**src/rtl/seg7_scan_decoder_if.sv**
```systemverilog
// seg7_scan_decoder_if: display-bus observation interface.
// Ports:
//   seg_n       - active-low segments, bit0=a .. bit6=g
//   an_n        - active-low digit enables
//   hex_out     - decoded nibbles, digit i at [4i+3:4i]
//   digit_valid - per-digit legal decode flag
//   digit_blank - per-digit all-segments-off flag
//   frame_valid - pulse when every digit has been committed
//   err         - pulse on an illegal pattern or a multi-digit enable
interface seg7_scan_decoder_if #(parameter int NUM_DIGITS = 4);
    logic [6:0]              seg_n;
    logic [NUM_DIGITS-1:0]   an_n;
    logic [4*NUM_DIGITS-1:0] hex_out;
    logic [NUM_DIGITS-1:0]   digit_valid;
    logic [NUM_DIGITS-1:0]   digit_blank;
    logic                    frame_valid;
    logic                    err;
    modport master(output seg_n, an_n, input hex_out, digit_valid, digit_blank, frame_valid, err);
    modport slave(input seg_n, an_n, output hex_out, digit_valid, digit_blank, frame_valid, err);
endinterface

```
**src/rtl/seg7_scan_decoder.sv**
```systemverilog
// seg7_scan_decoder: rebuilds hex nibbles from a multiplexed active-low 7-segment bus.
// Ports:
//   clk   - system clock, rising edge
//   reset - synchronous, active-high
//   bus   - seg7_scan_decoder_if slave (seg_n/an_n in; hex_out, digit_valid,
//           digit_blank, frame_valid, err out)
module seg7_scan_decoder #(
    parameter int NUM_DIGITS    = 4,
    parameter int STABLE_CYCLES = 4
) (
    input logic           clk,
    input logic           reset,
    seg7_scan_decoder_if.slave bus
);
    localparam int CW = $clog2(STABLE_CYCLES + 1);
    localparam int SW = NUM_DIGITS + 7;
    // Segment patterns for nibbles F..0, entry k at [7k+6:7k].
    localparam logic [16*7-1:0] PAT = {
        7'h0E, 7'h06, 7'h21, 7'h46, 7'h03, 7'h08, 7'h18, 7'h00,
        7'h78, 7'h02, 7'h12, 7'h19, 7'h30, 7'h24, 7'h79, 7'h40
    };
    typedef enum logic {SETTLE, LOCKED} state_t;
    state_t                  st;
    logic [SW-1:0]           smp, cur;
    logic [CW-1:0]           cnt;
    logic [NUM_DIGITS-1:0]   seen, lo, cmask, dv, db;
    logic [4*NUM_DIGITS-1:0] hex;
    logic                    fv, er, same, commit, one, hit, blank, bad;
    logic [3:0]              nib;
    always_comb begin
        cur    = {bus.an_n, bus.seg_n};
        same   = cur == smp;
        // The commit edge is the one that would bring the count to STABLE_CYCLES.
        commit = same && st == SETTLE && cnt == CW'(STABLE_CYCLES - 1);
        lo     = ~bus.an_n;
        one    = lo != '0 && (lo & (lo - NUM_DIGITS'(1))) == '0;
        hit    = 1'b0;
        nib    = 4'd0;
        for (int k = 0; k < 16; k++)
            if (bus.seg_n == PAT[k*7 +: 7]) begin
                hit = 1'b1;
                nib = 4'(k);
            end
        blank  = bus.seg_n == 7'h7F;
        cmask  = (commit && one) ? lo : '0;
        // All-ones enables is inter-digit blanking and never an error.
        bad    = commit && lo != '0 && (!one || (!hit && !blank));
    end
    always_ff @(posedge clk) begin
        if (reset) begin
            smp  <= '1;
            cnt  <= '0;
            st   <= SETTLE;
            seen <= '0;
            hex  <= '0;
            dv   <= '0;
            db   <= '0;
            fv   <= 1'b0;
            er   <= 1'b0;
        end else begin
            smp  <= cur;
            cnt  <= !same ? '0 : (cnt == CW'(STABLE_CYCLES) ? cnt : cnt + CW'(1));
            st   <= !same ? SETTLE : (commit ? LOCKED : st);
            er   <= bad;
            fv   <= seen == '1;
            // A commit on the frame edge lands in the freshly cleared mask.
            seen <= (seen == '1 ? '0 : seen) | cmask;
            for (int i = 0; i < NUM_DIGITS; i++)
                if (cmask[i]) begin
                    if (hit) hex[4*i +: 4] <= nib;
                    dv[i] <= hit;
                    db[i] <= !hit && blank;
                end
        end
    end
    assign bus.hex_out     = hex;
    assign bus.digit_valid = dv;
    assign bus.digit_blank = db;
    assign bus.frame_valid = fv;
    assign bus.err         = er;
endmodule
```
**src/flat_wrapper.sv**
```systemverilog
// flat-port wrapper written by rule: the top's interface ports become plain ports
module seg7_scan_decoder_flat 
#(
    parameter int NUM_DIGITS    = 4,
    parameter int STABLE_CYCLES = 4
)
  (clk, reset, bus_seg_n, bus_an_n, bus_hex_out, bus_digit_valid, bus_digit_blank, bus_frame_valid, bus_err);
  seg7_scan_decoder_if #(.NUM_DIGITS(NUM_DIGITS)) bus_i ();
  input logic clk;
  input logic reset;
  input wire logic [$bits(bus_i.seg_n)-1:0] bus_seg_n;
  input wire logic [$bits(bus_i.an_n)-1:0] bus_an_n;
  output wire logic [$bits(bus_i.hex_out)-1:0] bus_hex_out;
  output wire logic [$bits(bus_i.digit_valid)-1:0] bus_digit_valid;
  output wire logic [$bits(bus_i.digit_blank)-1:0] bus_digit_blank;
  output wire logic [$bits(bus_i.frame_valid)-1:0] bus_frame_valid;
  output wire logic [$bits(bus_i.err)-1:0] bus_err;
  assign bus_i.seg_n = bus_seg_n;
  assign bus_i.an_n = bus_an_n;
  assign bus_hex_out = bus_i.hex_out;
  assign bus_digit_valid = bus_i.digit_valid;
  assign bus_digit_blank = bus_i.digit_blank;
  assign bus_frame_valid = bus_i.frame_valid;
  assign bus_err = bus_i.err;
  seg7_scan_decoder #(.NUM_DIGITS(NUM_DIGITS), .STABLE_CYCLES(STABLE_CYCLES)) u_core (.clk(clk), .reset(reset), .bus(bus_i));
endmodule
```
**config.mk**
```make
export PLATFORM = sky130hd
export DESIGN_NAME = seg7_scan_decoder_flat
export DESIGN_NICKNAME = d
export VERILOG_FILES = /design/src/rtl/seg7_scan_decoder_if.sv /design/src/rtl/seg7_scan_decoder.sv /design/src/flat_wrapper.sv
export SDC_FILE = /design/constraint.sdc
export NUM_CORES = 1
export LEC_CHECK = 0
export BUFFER_PORTS_ARGS = -buffer_cell sky130_fd_sc_hd__buf_4
export CAP_MARGIN = 20
export CORE_ASPECT_RATIO = 1.4
export CORE_MARGIN = 2
export CORE_UTILIZATION = 50
export DETAILED_ROUTE_END_ITERATION = 6
export GPL_ROUTABILITY_DRIVEN = 1
export HOLD_SLACK_MARGIN = 0.15
export PLACE_DENSITY = 0.78
export SLEW_MARGIN = 20
export SYNTH_ARGS = -nofsm -noshare
export SYNTH_HDL_FRONTEND = slang
export SYNTH_SLANG_ARGS = --single-unit
```
**constraint.sdc**
```tcl
create_clock -name clk -period 3.7 [get_ports clk]
set_clock_uncertainty 0.15 [all_clocks]
set_input_delay 0.37 -clock clk [delete_from_list [all_inputs] [get_ports clk]]
set_output_delay 0.37 -clock clk [all_outputs]
set_load 0.005 [all_outputs]
```
# After elaboration in Yosys (flattened, before gate mapping)
# Index checks and enable logic that the tools add are counted.
word_totals:
  ff_bits: 45
  inputBits: 13
  output_inout_bits: 26
  word_cells: 98
classes:
  addsub: 2
  reduce_logical: 20
  n_mux: 33
  bitwise_logic: 5
  n_eq_ne: 20
op_table:
  columns: ["op", "n"]
  rows:
  - ["$mux W4", 10]
  - ["$eq A7 B7 Y1 const B", 5]
  - ["$eq A7 B5 Y1 const B", 3]
  - ["$eq A7 B6 Y1 const B", 3]
  - ["$mux W1", 17]
  - ["$eq A7 B2 Y1 const B", 2]
  - ["$eq A7 B4 Y1 const B", 2]
  - ["$mux W3", 4]
  - ["$eq A11 B11 Y1", 1]
  - ["$logic_and A1 B1 Y1", 8]
  - ["$reduce_and A2 Y1", 4]
  - ["$eq A7 B3 Y1 const B", 1]
  - ["$logic_not A7 Y1", 1]
  - ["$and A4 B4 Y4", 1]
  - ["$eq A4 B4 Y1 const B", 1]
  - ["$logic_not A4 Y1", 1]
  - ["$mux W2", 2]
  - ["$not A4 Y4", 1]
  - ["$or A4 B4 Y4", 1]
  - ["$reduce_bool A4 Y1", 1]
  - ["$sub A4 B1 Y4 const B", 1]
  - ["$add A3 B1 Y3 const B", 1]
  - ["$eq A3 B2 Y1 const B", 1]
  - ["$eq A3 B3 Y1 const B", 1]
  - ["4 further kinds", 7]

# Depth between registers and ports, before layout
# Gate-level depths: netlist (run 1).
logic_depth:
  ltp_word: 21
  depth_mapped: 7
  mapped_depth_nobuf: 7

# Worst setup path after synthesis (run 1)
# OpenSTA, ideal clock, no wires.
synth_path:
  path_kind: "register to register"
  startpoint: "reg u_core.cnt[0]"
  endpoint: "reg u_core.hex[0], in the netlist u_core.bus.hex_out[0]"
  setup_ns: 0.072
  path_stages_with_launch: 8
  t_arrival_ns: 1.818
  n_path_buf: 0
  setup_slack_ns: 1.661
  t_required_ns: 3.478
  synth_period_minus_slack_ns: 2.039
  path_cell_list: "dfxtp_1 -> ha_1 -> ha_1 -> nor2b_1 -> nand2_1 -> nor4_4 -> o31a_4 -> mux2i_1"
synth_via:
  elab_chain_len: 5
synth_rtl:
  columns: ["element", "line", "text"]
  rows:
  - ["start, declared", "seg7_scan_decoder.sv:25", "logic [CW-1:0] cnt;"]
  - ["start signal, assigned", "seg7_scan_decoder.sv:62", "cnt <= !same ? '0 : (cnt == CW'(STABLE_CYCLES) ? cnt : cnt + CW'(1));"]
  - ["$eq A3 B2 Y1", "seg7_scan_decoder.sv:34", "commit = same && st == SETTLE && cnt == CW'(STABLE_CYCLES - 1);"]
  - ["$logic_and A1 B1 Y1", "seg7_scan_decoder.sv:34", null]
  - ["$logic_and A1 B1 Y1", "seg7_scan_decoder.sv:45", "cmask = (commit && one) ? lo : '0;"]
  - ["$mux W4", "seg7_scan_decoder.sv:45", null]
  - ["$reduce_and A2 Y1 (no line)", null, null]
  - ["end signal, assigned by index", "seg7_scan_decoder.sv:70", "if (hit) hex[4*i +: 4] <= nib;"]
  - ["end, declared", "seg7_scan_decoder.sv:27", "logic [4*NUM_DIGITS-1:0] hex;"]
# No other way between the ends.
# A chain may end at the register's enable or synchronous reset.

# Final worst setup path (run 1)
layout_path:
  startpoint: "reg u_core.cnt[0]"
  endpoint: "reg u_core.hex[1], in the netlist u_core.bus.hex_out[1]"
# The elaborated chain is that of the path after synthesis.

==> summary.md, run 1 <==
| Metric | Value |
|---|---|
| Final net count | 289 |
| I/O Buffers | 38 |
| Internal | 0.000664 W |
| Critical path peak fanout | 6 |
| Net Switching | 0.000239 W |
| Core ar. | 0.00477 sq mm |
| Post-route minimum period | 2.27 ns |
| Startpoint Class | register |
| Number of max-cap violations | 0 |
| DP HPWL | 3.41 mm |
| RSZ-0062 raised after global routing | false |
| Largest net degree at the start of global routing | 45 |
| Share of layout cells above drive strength 1 | 0.285 |
| Setup Buffers After CTS | 0 |
| Endpoint class of the critical path | register |
| Data arrival, critical path | 2.36 ns |
| Initial Utilization | 0.509 |
| Rel. slew slack | 0.499 |
| HP Class | input port to register |
| Reg clk slew, reported paths | 0.09 ns |
| Fraction of registers with async set or reset after synthesis | 0 |
| Post-synthesis sequential area ratio | 0.371 |
| Peak supply drop | 0.234 mV |
| R2R cell count | 7 |
| Hold path depth | 2 |
| Fmax | 440 MHz |
| Layout Area Growth over Synthesis | 14.1% |
| Row count | 30 |
| Delay-heaviest family, CP | simple AND/OR/NAND/NOR gates |
| First DRT Iteration DRCs | 79 |
| Most common cell after layout, fill and taps aside | dfxtp_1 |
| Slowest stage delay, CP | 0.47 ns |
| Via count | 1,817 |
| Clock Power Share | 0.346 |
| #FFs+latches synth | 45 |
| Setup TNS | 0 ns |
| Root Buffer | clkbuf_8 |
| Synth Warn # | 0 |
| CTS buffer count | 5 |
| IO Count | 39 |
| Antenna violations before repair | 0 |
| Vias per Instance | 5.38 |
| Critical path depth in cells | 7 |
| Syn nets | 264 |
| Pins Over Slew Limit | 0 |
| Final WS setup | 1.43 ns |
| Drt total wl | 4.78 mm |
| Sw frac | 0.265 |
| TritonCTS clock tree | built |
| Worst Tran Pin Value | 0.745 ns |
| DRT Pass-1 Iters | 4 |
| GRT overflow | 0 |
| Commonest non-fill, non-tap cells in the layout | 45 x dfxtp_1, 38 x buf_4, 19 x a21oi_1 |
| Clk buf depth | 2 |
| Hold buffer count at CTS | 0 |
| Die width | 62.9 um |
| Final ANT Viol Nets | 0 |
| Post-CTS sizing | 0 |
| Routed wire per std cell | 14.1 um |
| Yosys cell types | 53 |
| Fin crit share | 0.614 |
| Pre-CTS setup slack | 1.38 ns |
| Mapped Cells | 248 |
| First-pass GRT wire length | 8.07 mm |
| DRC Markers | 0 |
| Outcome | finished clean |
| Clock net sink count | 45 |
| H-tree depth | 2 |
| Lkg Pwr | 1.12 nW |
| GRT Resource Usage Total | 0.184 |
| CP bufs+invs | 0 |
| Required @ worst endpoint | 3.78 ns |
| Cell area after synthesis | 0.00243 sq mm |
| Die Ht | 86.4 um |
| Syn Area/Cell | 9.79 sq um |
| Pwr per Cell Area | 326 mW/mm^2 |
| Later-pin clock latency in the skew report | 0.30 ns |
| Die area | 0.00544 sq mm |
| Vias in the first global route | 1,790 |
| Flop pwr share | 0.547 |
| Final hold viol count | 0 |
| Crit-path slowest cell | nor4_4 |
| Routability Congestion | 0.848 |
| Top_reg_cell synth | dfxtp_1 |
| Worst path cell trace | ha_1 > ha_1 > nor2b_1 > nand2_1 > nor4_4 > o31a_4 > mux2i_1 |
| Post-synth EDFFs | 0 |
| Fillers | 445 |
| Combinational group share of total power | 0.108 |
| Final setup fails | 0 |
| Critical path class | register to register |
| Antenna cells | 0 |
| CP most frequent cell | ha_1 |
[area by class of cell]
| class | count | area, sq um | area share |
|---|---|---|---|
| multi-input combinational | 179 | 1400 | 0.505 |
| clock inverter | 3 | 21.3 | 0.00768 |
| clock buffer | 5 | 68.8 | 0.0249 |
| timing repair buffer | 38 | 285 | 0.103 |
| inverter | 4 | 15.0 | 0.00542 |
| sequential | 45 | 901 | 0.325 |
| tap | 64 | 80.1 | 0.0289 |
[cell families after synthesis]
| family | Yosys count | share of synthesized area |
|---|---|---|
| AND/OR/NAND/NOR | 99 | 0.278 |
| AO/OA/AOI/OAI | 46 | 0.149 |
| flip-flops | 45 | 0.371 |
| buffers and inverters | 24 | 0.0531 |
| multiplexers | 16 | 0.0660 |
| XOR/XNOR | 15 | 0.0665 |
| adder cells (fa/ha/maj) | 3 | 0.0155 |
[cells in the mapped netlist, types with 3 or more instances]
master	count	area share
a21bo_1	4	0.016
clkbuf_1	6	0.0093
nor3_1	3	0.0062
nor3b_1	4	0.012
or2_2	12	0.031
nand2b_1	16	0.041
a21oi_1	19	0.039
nand4_1	6	0.015
ha_1	3	0.015
buf_6	3	0.014
o31ai_4	3	0.026
buf_2	10	0.021
nor2b_1	5	0.013
dfxtp_1	45	0.37
xnor2_1	10	0.036
nand3_1	5	0.010
o21ai_1	4	0.0082
nor2_1	17	0.026
nand2_1	8	0.012
inv_1	4	0.0062
mux2i_1	16	0.066
xnor2_2	4	0.027
nor4_4	4	0.035
[per-stage QoR]
| step | instances | hold WS, ns | utilization | area, sq um | power [W] |
|---|---|---|---|---|---|
| detailed placement | 330 | 0.308 | 0.562 | 2680 | 0.000602 |
| floorplan | 248 | 0.290 | - | 2430 | 0.000585 |
| global route | 338 | 0.176 | 0.581 | 2770 | 0.000941 |
| global placement | 330 | 0.302 | 0.562 | 2680 | 0.000600 |
| finish | 338 | 0.172 | 0.581 | 2770 | 0.000904 |
| CTS | 338 | 0.172 | 0.581 | 2770 | 0.000909 |
[flip-flops by register name, indices dropped and copies added (netlist names)]
register	cells
u_core.bus.hex_out	16
u_core.smp	11
u_core.bus.digit_blank	4
u_core.bus.digit_valid	4
u_core.seen	4
u_core.cnt	3
u_core.bus.err	1
u_core.bus.frame_valid	1
u_core.st	1
[routing by layer]
metal,track usage,share of wire,vias up
li1,-,-,924
met1,0.220,0.43,846
met2,0.325,0.52,39
met3,0.0351,0.037,8
met4,0.0707,0.015,0
met5,0,0,-
[power groups by stage]
stage                     Sequential, W  Combinational [W]  Clock [W]
final                          0.000494          0.0000971   0.000313
after global routing           0.000494           0.000106   0.000341
after CTS                      0.000494          0.0000973   0.000318
after detailed placement       0.000505          0.0000969          0
after global placement         0.000505          0.0000953          0
after floorplan                0.000505          0.0000806          0
[path summary, 6_finish.rpt]
kind	from	to	slack (ns)
hold / removal	bus_an_n[2]	u_core.smp[9]$_SDFF_PP1_	0.17
setup / recovery	u_core.cnt[0]$_SDFFE_PP0P_	u_core.bus.hex_out[1]$_SDFFE_PP0P_	1.43
setup reg to reg	u_core.cnt[0]$_SDFFE_PP0P_	u_core.bus.hex_out[1]$_SDFFE_PP0P_	1.43
hold reg to reg	u_core.st$_SDFFE_PP0P_	u_core.st$_SDFFE_PP0P_	0.33
No activity file was read; power rests on OpenSTA's default activity.
==> inputs of run 2 (changes only) <==
- PLACE_DENSITY: 0.78 -> 0.81
- clock period: 3.7 -> 1.9 ns (I/O delays scaled with it)
==> run 2 against run 1 <==
Against the previous run: wire length grew 14%; utilization rose by 10 points; non-clock buffer count rose by 42; via count rose by 11%; highest routed layer unchanged.
==> summary.md, run 2 (synthesis results as in run 1) <==
| Metric | Value |
|---|---|
| Critical path peak fanout | 6 (unchanged) |
| Hold path depth | 5 (+3) |
| Placed cell areas | 0.00293 sq mm (+9.2%) |
| Worst hold path startpoint | bus_an_n[2] |
| Setup TNS | 0 ns (unchanged) |
| Worst path cell trace | xnor2_2 > nand4_2 > buf_6 > nor4_4 > buf_6 > o31ai_4 > mux2i_1 |
| Worst R2R End | u_core.bus.hex_out[10]$_SDFFE_PP0P_ |
| Commonest non-fill, non-tap cells in the layout | 62 x buf_4, 43 x dfxtp_1, 19 x a21oi_1 |
| Final setup fails | 0 (unchanged) |
| Rel. slew slack | 0.747 (+0.248) |
| Routability Congestion | 0.996 (+18%) |
| End of the worst hold path | u_core.bus.err$_SDFF_PP0_ |
| Row count | 30 (unchanged) |
| Required @ worst endpoint | 1.93 ns (-1.85 ns) |
| Vias per Instance | 5.31 (-1.3%) |
| Design area | 0.00325 sq mm (+17%) |
| Clock net sink count | 45 (unchanged) |
| R2R cell count | 7 (unchanged) |
| Total power draw | 0.00196 W (+120%) |
| IO Count | 39 (unchanged) |
| HP Class | input port to register |
| Reg clk slew, reported paths | 0.09 ns (about the same) |
| Crit-path slowest cell | dfxtp_1 |
| Pins Over Slew Limit | 0 (unchanged) |
| Fillers | 381 (-14%) |
| Antenna cells | 0 (unchanged) |
| Fin crit share | 0.985 (+0.370) |
| Largest net degree at the start of global routing | 24 (-47%) |
| Initial Utilization | 0.509 (unchanged) |
| Endpoint class of the critical path | register |
| Vias in the first global route | 1,940 (+8.4%) |
| TritonCTS clock tree | built |
| First-pass GRT wire length | 9.01 mm (+12%) |
| Number of max-cap violations | 0 (unchanged) |
| DRC Markers | 0 (unchanged) |
| GRT Resource Usage Total | 0.207 (+0.0231) |
| Peak supply drop | 0.488 mV (+110%) |
| I/O Buffers | 38 (unchanged) |
| Via count | 2,016 (+11%) |
| Outcome | finished clean |
| Startpoint Class | register |
| Slowest stage delay, CP | 0.33 ns (-0.14 ns) |
| Pwr per Cell Area | 604 mW/mm^2 (+85%) |
| Die width | 62.9 um (unchanged) |
| Post-route minimum period | 1.87 ns (-0.402 ns) |
| Root Buffer | clkbuf_8 |
| CTS buffer count | 5 (unchanged) |
| Flop-to-flop setup slack | 0.03 ns (-1.40 ns) |
| Most common cell after layout, fill and taps aside | buf_4 |
| Die area | 0.00544 sq mm (unchanged) |
| H-tree depth | 2 (unchanged) |
| Reg2reg start | u_core.smp[2]$_SDFF_PP1_ |
| Routed wire per std cell | 14.4 um (+1.6%) |
| Data arrival, critical path | 1.90 ns (-0.46 ns) |
| Min Hold Slack | 0.220 ns (+0.0479 ns) |
| First DRT Iteration DRCs | 109 (+38%) |
| Drt total wl | 5.46 mm (+14%) |
| CP most frequent cell | buf_6 |
| GRT overflow | 0 (unchanged) |
| Antenna violations before repair | 0 (unchanged) |
| Final ANT Viol Nets | 0 (unchanged) |
| Lkg Pwr | 1.35 nW (+21%) |
| Max reg flops | 16 (unchanged) |
| DP HPWL | 3.78 mm (+11%) |
| Later-pin clock latency in the skew report | 0.30 ns (about the same) |
| Layout Area Growth over Synthesis | 33.9% |
| Final net count | 331 (+15%) |
| DRT Pass-1 Iters | 4 (unchanged) |
| Core ar. | 0.00477 sq mm (unchanged) |
| Clk buf depth | 2 (unchanged) |
| RSZ-0062 raised after global routing | true |
| Final hold viol count | 0 (unchanged) |
| Share of layout cells above drive strength 1 | 0.364 (+0.0793) |
| Worst Tran Pin Value | 0.370 ns (-0.376 ns) |
| Crit path from | u_core.smp[2]$_SDFF_PP1_ |
| Die Ht | 86.4 um (unchanged) |
| Fmax | 534 MHz (+21%) |
| Critical path class | register to register |
==> run 2: cell count changes in the layout (fill, tap and decap cells not counted), moves of 3 or more <==
cell           delta
dlygate4sd3_1    +12
xnor2_2           +3
buf_4            +24
buf_6             +4
xnor2_1           -3
==> run 2: worst max path at each step <==
stage | endpoint | slack, ns
finish | u_core.bus.hex_out[10]$_SDFFE_PP0P_ | 0.03
global route | u_core.bus.digit_blank[3]$_SDFFE_PP0P_ | -0.07
CTS | u_core.bus.hex_out[10]$_SDFFE_PP0P_ | 0.01
detailed placement | u_core.bus.hex_out[1]$_SDFFE_PP0P_ | -0.09
global placement | u_core.bus.hex_out[0]$_SDFFE_PP0P_ | -0.1
floorplan | u_core.bus.hex_out[10]$_SDFFE_PP0P_ | -0.02
==> run 2: metal layers <==
layer	track usage	up-vias	routed length, um
li1	-	1009	-
met1	0.238	958	2250
met2	0.387	41	2950
met3	0.0299	8	179
met4	0.0727	0	86
met5	0	-	0
==> run 2: repair_timing <==
action | CTS | global route
pin swaps | 4 | 5
setup endpoints to repair | 14 | 23
gates resized for setup | 3 | 6
buffers inserted | 2 | 3
endpoints found under the hold margin | 23 | 0
hold buffers | 12 | 0
==> run 2: report_power, final <==
group,leakage [nW],switching [W],internal (W)
Clock,0.0554,0.000345,0.000395
Combinational,0.933,0.000133,0.000126
Sequential,0.367,0.00000817,0.000955
Total,1.35,0.000485,0.00148
==> run 2: critical path, delay by kind of cell (launching register included) <==
kind	cells	cell delay, ns
AND/OR/NAND/NOR	2	0.48
buffers and inverters	2	0.36
flip-flops	1	0.33
XOR/XNOR	1	0.20
multiplexers	1	0.13
AO/OA/AOI/OAI	1	0.09
==> run 2: layout make-up <==
cell class,instances,area (sq um),share of cell area
Multi-Input combinational cell,179,1470,0.452
Timing Repair Buffer,80,671,0.206
Clock buffer,6,72.6,0.0223
Sequential cell,45,903,0.278
Inverter,4,15.0,0.00462
Clock inverter,2,38.8,0.0119
Tap cell,64,80.1,0.0246
==> run 2: metrics by stage <==
step / util / std cells / setup WS (ns)
5_1_grt: 0.682 / 380 / -0.0710
4_1_cts: 0.671 / 377 / 0.0119
3_3_place_gp: 0.614 / 355 / -0.0976
3_5_place_dp: 0.614 / 355 / -0.0923
2_1_floorplan: - / 248 / -0.0184
6_report: 0.682 / 380 / 0.0286
